File: config.mk
export PLATFORM = sky130hd
export DESIGN_NAME = inverse_zigzag
export DESIGN_NICKNAME = d
export VERILOG_FILES = /design/src/rtl/inverse_zigzag.sv
export SDC_FILE = /design/constraint.sdc
export NUM_CORES = 1
export LEC_CHECK = 0
export BUFFER_PORTS_ARGS = -buffer_cell sky130_fd_sc_hd__buf_4
export CORE_AREA = 4 4 331 333
export DETAILED_ROUTE_END_ITERATION = 16
export DIE_AREA = 0 0 335 337
export GPL_TIMING_DRIVEN = 0
export PLACE_DENSITY = 0.62
export SETUP_SLACK_MARGIN = 0.4
export SYNTH_ARGS = -nofsm -noshare
export SYNTH_HDL_FRONTEND = slang
export SYNTH_SLANG_ARGS = --single-unit
File: constraint.sdc
create_clock -name clk -period 3 [get_ports clk]
set_input_delay 0.3 -clock clk [delete_from_list [all_inputs] [get_ports clk]]
set_output_delay 0.3 -clock clk [all_outputs]
set_load 0.01 [all_outputs]
File: src/rtl/inverse_zigzag.sv
// Inverse zigzag: 64 zigzag-ordered coefficients in, raster {y,x} order out, via two ping-pong banks.
// First word 2 cycles after a block completes; valid/ready both sides. INV_ZIGZAG_EOB_EN adds early-EOB zero fill.
module inverse_zigzag #(
  parameter int DATA_WIDTH = 10
) (
  input  logic                  clk,
  input  logic                  rst_n,
  input  logic                  in_valid,
  output logic                  in_ready,
  input  logic [DATA_WIDTH-1:0] in_data,
  input  logic                  in_eob,
  output logic                  out_valid,
  input  logic                  out_ready,
  output logic [DATA_WIDTH-1:0] out_data,
  output logic [5:0]            out_addr,
  output logic                  out_last
);
  localparam logic [0:0] ST_IDLE = 1'b0;
  localparam logic [0:0] ST_READ = 1'b1;

  logic [DATA_WIDTH-1:0] mem_q [128];
  logic [2:0]            x_q, x_d, y_q, y_d, x_nxt, y_nxt;
  logic                  wb_q, wb_d, rb_q, rb_d;
  logic [1:0]            full_q, full_d, set_full, clr_full;
  logic [0:0]            state_q, state_d;
  logic [5:0]            r_q, r_d;
  logic                  out_valid_q, out_valid_d;
  logic [DATA_WIDTH-1:0] out_data_q, out_data_d;
  logic [5:0]            out_addr_q, out_addr_d;
  logic                  accept, wr_en, at_end, rd_issue, rd_release, bank_free;
  logic [DATA_WIDTH-1:0] wr_dat;

  assign accept     = in_valid && in_ready;
  assign at_end     = (x_q == 3'd7) && (y_q == 3'd7);
  assign rd_issue   = (state_q == ST_READ) && (!out_valid_q || out_ready);
  assign rd_release = rd_issue && (r_q == 6'd63);
  // A bank issuing its last read may already take zigzag index 0, which lands on long-consumed raster 0.
  assign bank_free  = !full_q[wb_q] || (rd_release && (rb_q == wb_q));

`ifdef INV_ZIGZAG_EOB_EN
  logic fill_q, fill_d;
  assign in_ready = bank_free && !fill_q;
`else
  logic unused_eob;
  assign unused_eob = in_eob;
  assign in_ready   = bank_free;
`endif

  always_comb begin
    x_nxt = x_q;
    y_nxt = y_q;
    if (!(x_q[0] ^ y_q[0])) begin
      if (x_q == 3'd7) begin
        y_nxt = y_q + 3'd1;
      end else if (y_q == 3'd0) begin
        x_nxt = x_q + 3'd1;
      end else begin
        x_nxt = x_q + 3'd1;
        y_nxt = y_q - 3'd1;
      end
    end else begin
      if (y_q == 3'd7) begin
        x_nxt = x_q + 3'd1;
      end else if (x_q == 3'd0) begin
        y_nxt = y_q + 3'd1;
      end else begin
        x_nxt = x_q - 3'd1;
        y_nxt = y_q + 3'd1;
      end
    end
  end

  always_comb begin
    x_d      = x_q;
    y_d      = y_q;
    wb_d     = wb_q;
    set_full = 2'b00;
    wr_en    = accept;
    wr_dat   = in_data;
`ifdef INV_ZIGZAG_EOB_EN
    fill_d = fill_q;
    if (fill_q) begin
      wr_en  = 1'b1;
      wr_dat = '0;
    end
`endif
    if (wr_en) begin
      if (at_end) begin
        x_d            = 3'd0;
        y_d            = 3'd0;
        wb_d           = !wb_q;
        set_full[wb_q] = 1'b1;
`ifdef INV_ZIGZAG_EOB_EN
        fill_d = 1'b0;
`endif
      end else begin
        x_d = x_nxt;
        y_d = y_nxt;
`ifdef INV_ZIGZAG_EOB_EN
        if (accept && in_eob) fill_d = 1'b1;
`endif
      end
    end
  end

  always_comb begin
    state_d     = state_q;
    r_d         = r_q;
    rb_d        = rb_q;
    clr_full    = 2'b00;
    out_valid_d = out_valid_q;
    out_data_d  = out_data_q;
    out_addr_d  = out_addr_q;
    case (state_q)
      ST_IDLE: begin
        if (out_ready) out_valid_d = 1'b0;
        if (full_q[rb_q]) begin
          state_d = ST_READ;
          r_d     = 6'd0;
        end
      end
      default: begin
        if (rd_issue) begin
          out_data_d  = mem_q[{rb_q, r_q}];
          out_addr_d  = r_q;
          out_valid_d = 1'b1;
          r_d         = r_q + 6'd1;
          if (r_q == 6'd63) begin
            clr_full[rb_q] = 1'b1;
            rb_d           = !rb_q;
            // Chain straight into the other bank when it is already waiting, keeping 1 word/cycle.
            if (!full_q[!rb_q]) state_d = ST_IDLE;
          end
        end
      end
    endcase
    full_d = (full_q | set_full) & ~clr_full;
  end

  always_ff @(posedge clk) begin
    if (wr_en) mem_q[{wb_q, y_q, x_q}] <= wr_dat;
  end

  always_ff @(posedge clk or negedge rst_n) begin
    if (!rst_n) begin
      x_q         <= 3'd0;
      y_q         <= 3'd0;
      wb_q        <= 1'b0;
      rb_q        <= 1'b0;
      full_q      <= 2'b00;
      state_q     <= ST_IDLE;
      r_q         <= 6'd0;
      out_valid_q <= 1'b0;
      out_data_q  <= '0;
      out_addr_q  <= 6'd0;
`ifdef INV_ZIGZAG_EOB_EN
      fill_q      <= 1'b0;
`endif
    end else begin
      x_q         <= x_d;
      y_q         <= y_d;
      wb_q        <= wb_d;
      rb_q        <= rb_d;
      full_q      <= full_d;
      state_q     <= state_d;
      r_q         <= r_d;
      out_valid_q <= out_valid_d;
      out_data_q  <= out_data_d;
      out_addr_q  <= out_addr_d;
`ifdef INV_ZIGZAG_EOB_EN
      fill_q      <= fill_d;
`endif
    end
  end

  assign out_valid = out_valid_q;
  assign out_data  = out_data_q;
  assign out_addr  = out_addr_q;
  assign out_last  = out_valid_q && (out_addr_q == 6'd63);
endmodule

# Word level (Yosys, flattened, before mapping)

Memories as Yosys holds them, arrays and structs flattened. A register that Yosys moved wholly into a read port is not among the register bits.
Cells that the tools add are included.
W data, S select, Z words.

Add/sub/neg operators: 5
Magnitude comparators: 5
Equality and inequality tests: 10
Mux-type cells: 38
Bitwise gates (word level): 4
Reduce and logical (&&, ||, !) cells: 26

Operator list:

| operator              | count |
|---|---|
| $mux W3               | 10 |
| $mux W1               | 18 |
| $mux W6               | 3 |
| $eq A6 B6 Y1 const B  | 2 |
| $mux W2               | 5 |
| $reduce_and A3 Y1     | 3 |
| $logic_and A1 B1 Y1   | 8 |
| $ne A4 B4 Y1 const B  | 2 |
| $reduce_and A2 Y1     | 4 |
| $add A3 B1 Y3 const B | 2 |
| $add A6 B1 Y6 const B | 1 |
| $eq A3 B3 Y1 const B  | 2 |
| $logic_not A3 Y1      | 2 |
| $lt A1 B2 Y1 const B  | 3 |
| $sub A3 B1 Y3 const B | 2 |
| $logic_not A1 Y1      | 5 |
| $reduce_bool A2 Y1    | 2 |
| $ne A3 B2 Y1 const B  | 1 |
| $ne A3 B3 Y1 const B  | 1 |
| $and A2 B2 Y2         | 1 |
| $demux W1 S1          | 2 |
| $ge A1 B1 Y1 const B  | 2 |
| $logic_or A1 B1 Y1    | 2 |
| $ne A2 B1 Y1 const B  | 1 |
| 4 further kinds       | 4 |

Register bits: 24
Memory bits (writable): 1280
Output and inout port bits: 19
Word-level logic and storage cells: 98
Memories kept: 1

Memories:

| memory | depth | width | rd ports | clocked after Yosys merged registers in | wr ports | line | RTL |
|---|---|---|---|---|---|---|---|
| mem_q  | 128   | 10    | 1        | 1                                       | 1        | 21   | `logic [DATA_WIDTH-1:0] mem_q [128];` |

# Longest topological paths before layout

Gate-level depths: netlist of run 1.

Word-level depth: 10
Depth in mapped cells: 12
Gate-level depth less buffers: 8

# Worst setup path after synthesis of run 1

Ideal clock, no wire load.

Kind: reg-to-reg
From: register r_q[1]
To: memory mem_q[99][0], enable pin
Setup time: 0.376 ns
Arrival time: 2.312 ns
Required time: 2.624 ns
Setup slack: 0.312 ns
Cell stages (with the launch flop): 9
Period minus slack after synthesis: 2.688 ns
Path through: dfrtp_1 > ha_1 > and3_1 > nand4_2 > o21ai_2 > and2_1 > nand3_1 > buf_2 > nor2_1

Longest elaborated chain between the ends: 7

RTL lines:

| item                          | line | RTL |
|---|---|---|
| start: declaration            | 26   | `logic [5:0] r_q, r_d;` |
| start signal: assignment      | 166  | `r_q <= r_d;` |
| $eq A6 B6 Y1                  | 36   | `assign rd_release = rd_issue && (r_q == 6'd63);` |
| $logic_and A1 B1 Y1           | 36   |  |
| $logic_and A1 B1 Y1           | 38   | `assign bank_free = !full_q[wb_q] \|\| (rd_release && (rb_q == wb_q));` |
| $logic_or A1 B1 Y1            | 38   |  |
| named net in_ready            | 9    | `output logic in_ready,` |
| $logic_and A1 B1 Y1           | 33   | `assign accept = in_valid && in_ready;` |
| $mux W1                       | 141  | `if (wr_en) mem_q[{wb_q, y_q, x_q}] <= wr_dat;` |
| $mux W1 (implied by the code) | 141  |  |
| end: declaration              | 21   |  |

The timed path passes the listed nets, and every way through them passes these cells.

==> results.toml, run 1 <==
[run_status]
status = "finished, final reports clean"

[synth]
synthFlopType = "edfxtp_1"
synth_seq_cells = 1314
synth-edff-count = 1280
yosysMostFrequentCell = "edfxtp_1"
synthDistinctLibCells = 54
synth_cells = 2698
yosys_warnings = 0
synth_area_leaders = "edfxtp_1 74%, mux4_2 7.3%, mux2i_1 4.5%"
synth_top_area_cell = "edfxtp_1"
synthArstFlopShare_pct = 2.59
avgSynthCellArea_um2 = 19.2
synth_fp_nets = 2728
synth_common_cells = "1280 x edfxtp_1, 231 x mux2i_1, 201 x nor2_1"
ys_seq_area_share_pct = 75.7
syn_area_mm2 = 0.0519
yosysTopAreaCellShare_pct = 74.1

[floorplan]
fp.dieH_um = 337
rows = 120
start_util_pct = 48.7
design.die.area_mm2 = 0.113
core_area_mm2 = 0.107
io_pins = 34
die_x_um = 335

[timing]
setup_viol = 0
fin_setup_tns_ps = 0
max_slew.worst_pin.slew_ps = 1010
slew_viol_final = 0
rsz0062_at_grt = "true"
timing.clock.skew_ps = 32.1
max_freq_mhz = 359
fin_crit_ps = 2790
hold_violations = 0
min_period_over_period_pct = 92.9
relSlewSlack_pct = 32.3

[placed_design]
port_buffers = 32
hpwl_um = 86600
routabilityCongestion = 0.934

[grt]
grt_max_degree = 129
antenna_found_initial = 3
grt_overflow_total = 0
grt_pass1_wl_um = 199000
grt_pass1_vias = 28100
gr-usage-all-layers_pct = 24.7

[drt]
drt_iter0_drc = 3359
dr.pass1.iters = 7
via_per_inst = 6.11
num_vias = 28400
final_antenna_net_count = 0
drcViolationCount = 0
drt-total-wl_um = 143000
wire_per_inst_um = 30.8

[pwr]
switching_share_pct = 33.5
p_per_area_mw_per_mm2 = 899
p_int_mw = 38.8
finalPower_mw = 58.4
peakVddDrop_mv = 0.571
p_clk_share_pct = 27.7
pwr-share-seq_pct = 36.2
power_switching_mw = 19.6
p_leak_nw = 21.0
pwr-share-comb_pct = 36.1

[critical_path]
crit_fanout = 10
cp_common_cell = "buf_16"
critPathBufInv = 5
path_cells = "buf_6 > buf_12 > buf_16 > buf_16 > buf_16 > mux2i_1 > o22ai_1 > nor3_2 > nor3_2 > a32oi_2 > o41ai_2"
critPathLaunchType = "flip-flop"
worst_ep_required_time_ps = 3620
crit_family = "buffers and inverters"
arrival_ps = 3410
critPathSlowestCell = "a32oi_2"
critical-path-max-stage-delay_ps = 410
crit_type = "flip-flop to flip-flop"
worst_setup_path_end_kind = "flip-flop"

[final_layout]
area_growth_pct = 25.2
regArea_mm2 = 0.0393
multi_input_area_mm2 = 0.0139
nNetsFinal = 3170
layout-drive-gt1-share_pct = 37.3
fillers = 7412

[run]
drv_cap = 0

[clocking]
tritoncts = "done"
cts-root-buf = "clkbuf_16"
clk_latency_ps = 760
cts_buffer_depth = 3
cts_max_level = 4
clock-sinks = 1314
cts_made_buffers = 135
clk_pin_slew_ps = 60

[hold_path]
worstHoldPathType = "input pin to flip-flop"
-- kinds of logic after synthesis --
logic type / count (synthesis) / share of synthesized area, %
flops: 1314 / 75.7
fa+ha+maj: 15 / 0.362
xor+xnor: 6 / 0.101
compound gates: 324 / 4.36
buf+inv: 163 / 1.77
simple gates: 365 / 3.17
mux: 511 / 14.5
-- per-stage QoR --
stage          worst slack [ps]  hold WS (ps)  area [µm²]  util, %  cells
4_1_cts                     223          4.63       61900     58.1   4521
3_5_place_dp              -1600           289       54100     50.7   4138
2_1_floorplan               312          4.41       51900        -   2698
3_3_place_gp              -1480           284       53900     50.6   4133
6_report                    213          4.61       65000     61.0   4648
5_1_grt                     177          11.3       65000     61.0   4647
-- power by group through the flow --
stage,clock network [mW],logic (mW),registers (mW)
after floorplan,0,10.1,21.3
after global placement,0,15.9,21.4
after detailed placement,0,16.1,21.4
after CTS,16.4,17.9,21.1
after global routing,17.3,21.7,21.1
final,16.2,21.1,21.1
-- layout make-up --
class	count	area share [%]
plain buffers	155	2.63
clock buffers	176	5.65
diodes	1	0.00385
repair buffers	305	6.24
flip-flops and latches	1314	60.5
multi-input cells	1221	21.4
inverters	8	0.0481
clock inverters	65	0.853
well taps	1403	2.70
-- worst paths after layout --
path                                   from            end  slack [ps]  cells after the start
worst max-delay path                 r_q[0]    out_data[0]         210                     11
worst min-delay path             in_data[2]  mem_q[127][2]           5                      1
worst max register to register       r_q[0]    out_data[0]         210                     11
worst min register to register  out_addr[1]    out_addr[1]         520                      2
max in group asynchronous             rst_n         r_q[1]        2550                      2
min in group asynchronous             rst_n    out_addr[5]          70                      2
-- sequential cells by signal (all words and copies together), names as in the netlist --
signal	count
y_q	3
out_data	10
mem_q	1280
state_q	1
out_addr	6
out_valid	1
full_q	2
rb_q	1
x_q	3
wb_q	1
r_q	6
-- what timing repair did --
action / in CTS / in global routing
resized for setup: 510 / 304
pin swaps: 99 / 80
hold buffers: 4 / 2
setup endpoints to repair: 1296 / 1292
gates cloned: 13 / 15
buffers inserted: 125 / 104
hold endpoints to repair: 109 / 20
-- layout by cell type, fill, tap and decap left out, drive strengths merged, types with 38 or more instances in the layout --
master,Yosys,final
clkinv,1,52
mux2,100,100
and2,38,38
nand2,49,49
buf,103,377
mux2i,231,231
o21ai,38,38
mux4,180,180
o22ai,122,122
edfxtp,1280,1280
nor2,201,201
clkbuf,50,251
-- routing by layer --
layer | part of all wire [%] | track usage (%)
met3 | 9.7 | 5.86
met1 | 39 | 34.3
met2 | 47 | 38.1
met4 | 4.2 | 10.2
met5 | 0.067 | 0
Note: power is estimated with default switching activity, not from simulation.
==> run 2: changes to the inputs <==
--- a/config.mk
+++ b/config.mk
@@ -14,2 +14,3 @@
 export SETUP_SLACK_MARGIN = 0.4
+export SLEW_MARGIN = 10
 export SYNTH_ARGS = -nofsm -noshare
==> constraint.sdc (replaced) <==
create_clock -name clk -period 3 [get_ports clk]
set_input_delay 0.45 -clock clk [delete_from_list [all_inputs] [get_ports clk]]
set_output_delay 0.45 -clock clk [all_outputs]
set_load 0.01 [all_outputs]
==> results.toml, run 2 (synthesis results as in run 1) <==
[drt]
drcViolationCount = 0
final_antenna_net_count = 0
num_vias = 28300
drt_iter0_drc = 3375
via_per_inst = 6.15
drt-total-wl_um = 142000
dr.pass1.iters = 5
wire_per_inst_um = 30.7

[grt]
met1_usage_pct = 33.8
antenna_found_initial = 1
gr-usage-met2_pct = 38.3
gr-usage-all-layers_pct = 24.4
grt.busiest_layer = "met2"
grt_overflow_total = 0
grt_pass1_vias = 28000
grt_max_degree = 129
grt_pass1_wl_um = 197000
grt_use_met3_pct = 5.87

[floorplan]
fp.dieH_um = 337
io_pins = 34
core_area_mm2 = 0.107
start_util_pct = 48.7
rows = 120
die_x_um = 335
design.die.area_mm2 = 0.113

[final_layout]
top_register = "mem_q"
layout-drive-gt1-share_pct = 37.0
final_area_mm2 = 0.0648
largest_reg_flops = 1280
post-route-util_pct = 60.8
fillers = 7291
area_growth_pct = 24.9
final_common_cell = "edfxtp_1"
regArea_mm2 = 0.0393
layout_common_cells = "1280 x edfxtp_1, 185 x mux2i_1, 169 x mux4_2"
antenna_cells = 0
multi_input_area_mm2 = 0.0140
nNetsFinal = 3127

[pwr]
pwr-share-seq_pct = 35.9
p_per_area_mw_per_mm2 = 908
switching_share_pct = 33.3
peakVddDrop_mv = 0.631
pwr-share-comb_pct = 36.2
p_int_mw = 39.3
p_leak_nw = 20.9
p_clk_share_pct = 27.9
power_switching_mw = 19.6

[placed_design]
hpwl_um = 86700
port_buffers = 32
pre_cts_slack_ps = -1340
routabilityCongestion = 0.934
placed_cell_area_mm2 = 0.0541

[clocking]
clk_pin_slew_ps = 60
cts_buffer_depth = 3
cts_max_level = 4
cts_made_buffers = 135
tritoncts = "done"
clock-sinks = 1314
cts-root-buf = "clkbuf_16"
clk_latency_ps = 760

[critical_path]
critical-path-max-stage-delay_ps = 610
worst_ep_required_time_ps = 3380
critPathSlowestCell = "nand2_1"
critPathLaunchType = "flip-flop"
arrival_ps = 3150
crit_fanout = 10
worst_setup_path_end_kind = "flip-flop"
crit_type = "flip-flop to flip-flop"
path_cells = "clkbuf_1 > nor2b_1 > nand2_1 > nor2_4"

[timing]
setup_slack_ps = 231
slew_viol_final = 0
min_period_over_period_pct = 92.3
fin_setup_tns_ps = 0
hold_violations = 0
timing.clock.skew_ps = 36.5
fin_crit_ps = 2770
setup_viol = 0
fin_hold_ws_ps = 102
relSlewSlack_pct = 20.0
max_slew.worst_pin.slew_ps = 1200
max_freq_mhz = 361
rsz0062_at_grt = "true"

[run_status]
status = "finished, final reports clean"

[run]
drv_cap = 0

[hold_path]
worstHoldPathType = "input pin to flip-flop"
[run 2: cell types whose count changed in the layout (fill, tap and decap cells not counted), moves of 5 or more]
cell,change
buf_12,+21
buf_16,-5
buf_4,-9
buf_6,-30
clkbuf_1,-6
clkbuf_16,-7
clkbuf_4,-6
dlygate4sd3_1,-5
nor2_2,-11
nor2_4,+11
o22ai_1,-6
o22ai_2,+6
[run 2: path summary, 6_finish.rpt]
kind                                end  cells past startpoint  slack (ps)         from
min in group asynchronous   out_addr[5]                      2         210        rst_n
max reg2reg                mem_q[33][3]                      4         230       y_q[2]
max in group asynchronous        r_q[1]                      2        2400        rst_n
min                              y_q[2]                      3         100     in_valid
min reg2reg                 out_addr[1]                      2         520  out_addr[1]
max                        mem_q[33][3]                      4         230       y_q[2]
[run 2: worst max-delay path, delay by kind of cell, from the launching register on]
family                 cells  cell delay, ps
flip-flops                 1             370
AND/OR/NAND/NOR            3            1600
buffers and inverters      1             420
[run 2: repair_timing]
action | CTS | global route
gates resized for setup | 593 | 192
endpoints found under the setup margin | 1296 | 1218
setup buffers | 128 | 79
pin swaps | 101 | 66
hold endpoints to repair | 34 | 0
gates cloned | 1 | 16
hold buffers | 1 | 0
[run 2: layer usage]
layer | vias up | part of all wire [%]
li1 | 11900 | -
met1 | 14800 | 40
met2 | 1393 | 47
met3 | 291 | 9.2
met4 | 0 | 4.3
met5 | - | 0
[run 2: area by class of cell]
| class | instances | share of cell area, % |
|---|---|---|
| plain buffers | 155 | 2.71 |
| flip-flops and latches | 1314 | 60.6 |
| well taps | 1403 | 2.71 |
| inverters | 8 | 0.0483 |
| repair buffers | 262 | 5.64 |
| multi-input cells | 1221 | 21.7 |
| clock buffers | 168 | 5.50 |
| clock inverters | 76 | 1.12 |
[run 2: power groups by stage]
| stage | sequential, mW | combinational (mW) | clock [mW] |
|---|---|---|---|
| 6_report | 21.2 | 21.3 | 16.4 |
| 5_1_grt | 21.2 | 22.0 | 17.4 |
| 4_1_cts | 21.1 | 19.0 | 16.6 |
| 3_5_place_dp | 21.4 | 16.1 | 0 |
| 3_3_place_gp | 21.4 | 15.9 | 0 |
| 2_1_floorplan | 21.3 | 10.1 | 0 |
[run 2: metrics by stage]
step                instances  power [mW]
global placement         4133        37.3
CTS                      4512        56.6
detailed placement       4138        37.5
floorplan                2698        31.3
global route             4607        60.5
finish                   4607        58.9
